--- config.mk ---
export PLATFORM = sky130hd
export DESIGN_NAME = cont_seq
export DESIGN_NICKNAME = d
export VERILOG_FILES = /design/src/rtl/sap1_pkg.sv /design/src/rtl/ring_counter6.sv /design/src/rtl/cont_seq.sv
export SDC_FILE = /design/constraint.sdc
export NUM_CORES = 1
export LEC_CHECK = 0
export CORE_AREA = 3 3 40 42
export CTS_BUF_LIST = sky130_fd_sc_hd__clkbuf_2
export CTS_CLUSTER_DIAMETER = 30
export DETAILED_ROUTE_END_ITERATION = 10
export DIE_AREA = 0 0 43 45
export PLACE_DENSITY = 0.82
export SLEW_MARGIN = 20
export SYNTH_ARGS = -nofsm -noshare
export SYNTH_HDL_FRONTEND = slang
export SYNTH_SLANG_ARGS = --single-unit
--- constraint.sdc ---
create_clock -name CLK -period 3.45 [get_ports CLK]
set_input_delay 0.8625 -clock CLK [delete_from_list [all_inputs] [get_ports CLK]]
set_output_delay 0.8625 -clock CLK [all_outputs]
set_load 0.005 [all_outputs]
--- src/rtl/sap1_pkg.sv ---
// sap1_pkg: SAP-1 opcodes, control-word bit indices and named control words.
package sap1_pkg;
  localparam logic [3:0] OP_LDA = 4'b0000;
  localparam logic [3:0] OP_ADD = 4'b0001;
  localparam logic [3:0] OP_SUB = 4'b0010;
  localparam logic [3:0] OP_OUT = 4'b1110;
  localparam logic [3:0] OP_HLT = 4'b1111;
  localparam int CP     = 11;
  localparam int EP     = 10;
  localparam int LM_BAR = 9;
  localparam int CE_BAR = 8;
  localparam int LL_BAR = 7;
  localparam int EI_BAR = 6;
  localparam int LA_BAR = 5;
  localparam int EA     = 4;
  localparam int SU     = 3;
  localparam int EU     = 2;
  localparam int LB_BAR = 1;
  localparam int LO_BAR = 0;
  // Each word is the idle word with its asserted signals flipped.
  localparam logic [11:0] CW_IDLE   = 12'h3E3;
  localparam logic [11:0] CW_T1     = CW_IDLE ^ (12'h1 << EP) ^ (12'h1 << LM_BAR);
  localparam logic [11:0] CW_T2     = CW_IDLE ^ (12'h1 << CP);
  localparam logic [11:0] CW_T3     = CW_IDLE ^ (12'h1 << CE_BAR) ^ (12'h1 << LL_BAR);
  localparam logic [11:0] CW_MEM_T4 = CW_IDLE ^ (12'h1 << LM_BAR) ^ (12'h1 << EI_BAR);
  localparam logic [11:0] CW_LDA_T5 = CW_IDLE ^ (12'h1 << CE_BAR) ^ (12'h1 << LA_BAR);
  localparam logic [11:0] CW_ALU_T5 = CW_IDLE ^ (12'h1 << CE_BAR) ^ (12'h1 << LB_BAR);
  localparam logic [11:0] CW_ADD_T6 = CW_IDLE ^ (12'h1 << LA_BAR) ^ (12'h1 << EU);
  localparam logic [11:0] CW_SUB_T6 = CW_ADD_T6 ^ (12'h1 << SU);
  localparam logic [11:0] CW_OUT_T4 = CW_IDLE ^ (12'h1 << EA) ^ (12'h1 << LO_BAR);
  function automatic logic is_onehot6(input logic [5:0] v);
    return (v != 6'd0) && ((v & (v - 6'd1)) == 6'd0);
  endfunction
endpackage

--- src/rtl/ring_counter6.sv ---
// ring_counter6: one-hot 6-state ring, async clear to T1, hold, and recovery to T1.
module ring_counter6
  import sap1_pkg::*;
(
  input  logic       i_clk,
  input  logic       i_clr_bar,
  input  logic       i_hold,
  output logic [5:0] o_t
);
  logic [5:0] r_t;
  always_ff @(posedge i_clk or negedge i_clr_bar) begin
    if (!i_clr_bar) r_t <= 6'b000001;
    else if (!is_onehot6(r_t)) r_t <= 6'b000001;
    else if (!i_hold) r_t <= {r_t[4:0], r_t[5]};
  end
  assign o_t = r_t;
endmodule

--- src/rtl/cont_seq.sv ---
// cont_seq: SAP-1 controller-sequencer; ring-counter timing, opcode decode, halt latch.
module cont_seq
  import sap1_pkg::*;
(
  input  logic        CLK,
  input  logic        CLR_BAR,
  input  logic [3:0]  OPCODE,
  output logic [11:0] CONT_SIGNAL,
  output logic [5:0]  T_STATE,
  output logic        HLT
);
  logic        r_hlt;
  logic        w_hlt_t4;
  logic [11:0] w_cw;
  assign w_hlt_t4 = T_STATE[3] && (OPCODE == OP_HLT);
  ring_counter6 u_ring (
    .i_clk    (CLK),
    .i_clr_bar(CLR_BAR),
    .i_hold   (r_hlt | w_hlt_t4),
    .o_t      (T_STATE)
  );
  always_ff @(posedge CLK or negedge CLR_BAR) begin
    if (!CLR_BAR) r_hlt <= 1'b0;
    else if (w_hlt_t4) r_hlt <= 1'b1;
  end
  always_comb begin
    w_cw = CW_IDLE;
    if (T_STATE[0]) w_cw = CW_T1;
    else if (T_STATE[1]) w_cw = CW_T2;
    else if (T_STATE[2]) w_cw = CW_T3;
    else if (T_STATE[3])
      w_cw = (OPCODE == OP_LDA || OPCODE == OP_ADD || OPCODE == OP_SUB) ? CW_MEM_T4 :
             (OPCODE == OP_OUT) ? CW_OUT_T4 : CW_IDLE;
    else if (T_STATE[4])
      w_cw = (OPCODE == OP_LDA) ? CW_LDA_T5 :
             (OPCODE == OP_ADD || OPCODE == OP_SUB) ? CW_ALU_T5 : CW_IDLE;
    else if (T_STATE[5])
      w_cw = (OPCODE == OP_ADD) ? CW_ADD_T6 : (OPCODE == OP_SUB) ? CW_SUB_T6 : CW_IDLE;
  end
  assign CONT_SIGNAL = (!CLR_BAR || r_hlt) ? CW_IDLE : w_cw;
  assign HLT = r_hlt;
endmodule

==> reports/qor.csv <==
metric;value;unit
outcome;completed;
Distinct cells, synth;26;
Avg Synthesized Cell Area;8.80;µm²
Worst Setup End Kind;output port;
Final Non-Filler Cells;106;
TritonCTS clock tree;yes;
share of layout cells above drive strength 1;13.2;%
global-route wire length before repair;2.43;mm
Setup WS post-layout;0.180;ns
GR Overflow Total;0;
Clock Sinks;7;
postcts setup bufs;0;
post-layout util;66.4;%
RSZ-0062 raised after global routing;no;
Tmin final;3.27;ns
hold buffer count at CTS;0;
largest net degree at the start of global routing;12;
# DRC;0;
CTS buffer count;3;
Fillers;136;
Slew headroom;74.1;%
Routed WL per cell;13.4;µm
DRT iter0 DRCs;5;
CTS H-tree lvls;1;
Clock Latency Late Sink;0.23;ns
crit path kind;input port to output port;
R2R depth;4;
CTS root buffer;clkbuf_2;
Crit Path Max Fanout;4;
worst hold path class;input port to asynchronous set/reset pin;
Pins Over Slew Limit;0;
total track usage;17.0;%
critical path data required time;2.59;ns
reg2reg setup slack;1.99;ns
FF-to-FF Start;u_ring.o_t[3];
Slew @ Worst Pin;0.388;ns
final wirelength;1.42;mm
Initial Utilization;44.5;%
DP Wirelength;1.12;mm
syn nets;71;
Synth Register Bits;7;
nets@finish;98;
Worst Path Arrival;2.41;ns
max cap viols;0;
Via density;5.39;
ant diodes;0;
initial antenna violation count;0;
DIE AREA;1940;µm²
Lkg Pwr;0.397;nW
die width;43;µm
Reg clk slew, reported paths;0.07;ns
I/O Buffers;24;
Core Rows;13;
Synthesis Warnings;0;
mapped cell area;572;µm²
Design Area, Final;853;µm²
DP Area;818;µm²
Syn-to-layout area delta;49.2;%
number of global-route vias before repair;539;
I/O pin count;25;
vias post-DR;571;
drt pass-1 iters;4;
reg2reg end;u_ring.o_t[0];
CORE AREA;1280;µm²
VDD IR-drop max;0.000488;V
# placed instances;102;
setup violators final;0;
Die Y;45;µm
Setup Skew;0.000379;ns
crit share post-route;94.8;%
fmax;306;MHz
Post-DRT Antenna Nets;0;
post-synthesis sequential area ratio;30.9;%
Final Hold Fails;0;
CP startpoint kind;input port;
pwr/cell area;652;nW/µm²
TNS Setup;0;ns
CTS Buffer Depth;2;
Synth Instances;65;
gpl congestion;0.821;
Post-Place Worst Slack;-0.124;ns
Min Hold Slack;0.608;ns
Final Power;0.556;mW
power breakdown:
group,internal (mW),leakage (nW),switching (mW),total [mW]
registers,0.118,0.0918,0.0798,0.198
clock network,0.0308,0.0166,0.0292,0.0600
logic,0.174,0.289,0.124,0.298
total,0.323,0.397,0.233,0.556
Yosys cell counts, drive strengths merged:
cell,instances,area (µm²)
xor2,2,17.5
a211o,1,8.76
o31ai,1,7.51
nor3,3,15.0
buf,4,31.3
clkbuf,1,3.75
nor4b,3,38.8
nand4b,1,8.76
nor3b,3,22.5
nand2,5,18.8
o21ai,4,20.0
o2111ai,1,8.76
and3,2,12.5
a41oi,1,27.5
and2,3,18.8
nor2,8,30.0
inv,4,15.0
nor2b,2,12.5
and3b,2,17.5
dfstp,1,26.3
nand3,2,10.0
mux2i,5,50.1
dfrtp,6,150
per-layer routing:
layer | track usage (%) | share of wire (%)
met5 | 0 | 0
met2 | 30.5 | 50
met1 | 19.0 | 43
met3 | 2.39 | 5.6
met4 | 10.8 | 2.1
cells by family after synthesis:
logic type / after synthesis / synth area share (%)
simple gates: 34 / 35.9
buf+inv: 9 / 8.75
compound gates: 8 / 12.7
flops: 7 / 30.9
mux: 5 / 8.75
xor+xnor: 2 / 3.06
how the worst max path moves through the flow:
stage / from / end / slack, ns / depth (start not counted)
2_1_floorplan: OPCODE[1] / CONT_SIGNAL[5] / 1.01 / 4
3_3_place_gp: CLR_BAR / CONT_SIGNAL[3] / -0.02 / 5
3_5_place_dp: CLR_BAR / CONT_SIGNAL[3] / -0.12 / 5
4_1_cts: CLR_BAR / CONT_SIGNAL[4] / 0.01 / 6
5_1_grt: OPCODE[3] / CONT_SIGNAL[9] / 0.06 / 6
6_report: OPCODE[1] / CONT_SIGNAL[5] / 0.18 / 5
state kept, by name, indices dropped and copies added (netlist names):
name,flops
HLT,1
u_ring.o_t,6
final cells by class:
| class | instances | area, µm² | share of cell area (%) |
|---|---|---|---|
| multi-input cells | 49 | 359 | 42.1 |
| repair buffers | 27 | 264 | 30.9 |
| flip-flops and latches | 7 | 176 | 20.7 |
| clock buffers | 4 | 20.0 | 2.35 |
| well taps | 15 | 18.8 | 2.20 |
| inverters | 4 | 15.0 | 1.76 |
repair_timing:
| item | 4_1_cts | 5_1_grt |
|---|---|---|
| pin swaps | 1 | 0 |
| endpoints found under the setup margin | 3 | 2 |
| resized for setup | 3 | 1 |
placed cells by master (no fill, tap or decap), drive strengths merged:
cell | Yosys | routed
a211o | 1 | 1
a41oi | 1 | 1
and2 | 3 | 3
and3 | 2 | 2
and3b | 2 | 2
buf | 4 | 3
clkbuf | 1 | 4
clkdlybuf4s50 | 0 | 22
dfrtp | 6 | 6
dfstp | 1 | 1
dlygate4sd2 | 0 | 1
dlymetal6s2s | 0 | 1
inv | 4 | 4
mux2i | 5 | 5
nand2 | 5 | 5
nand3 | 2 | 2
nand4b | 1 | 1
nor2 | 8 | 8
nor2b | 2 | 2
nor3 | 3 | 3
nor3b | 3 | 3
nor4b | 3 | 3
o2111ai | 1 | 1
o21ai | 4 | 4
o31ai | 1 | 1
xor2 | 2 | 2
critical path: stages:
cell and delay, ns:
clkdlybuf4s50_1 0.49, xor2_1 0.21, and3_1 0.19, o21ai_0 0.14, clkdlybuf4s50_1 0.52
Power figures use the tool's default switching activity.
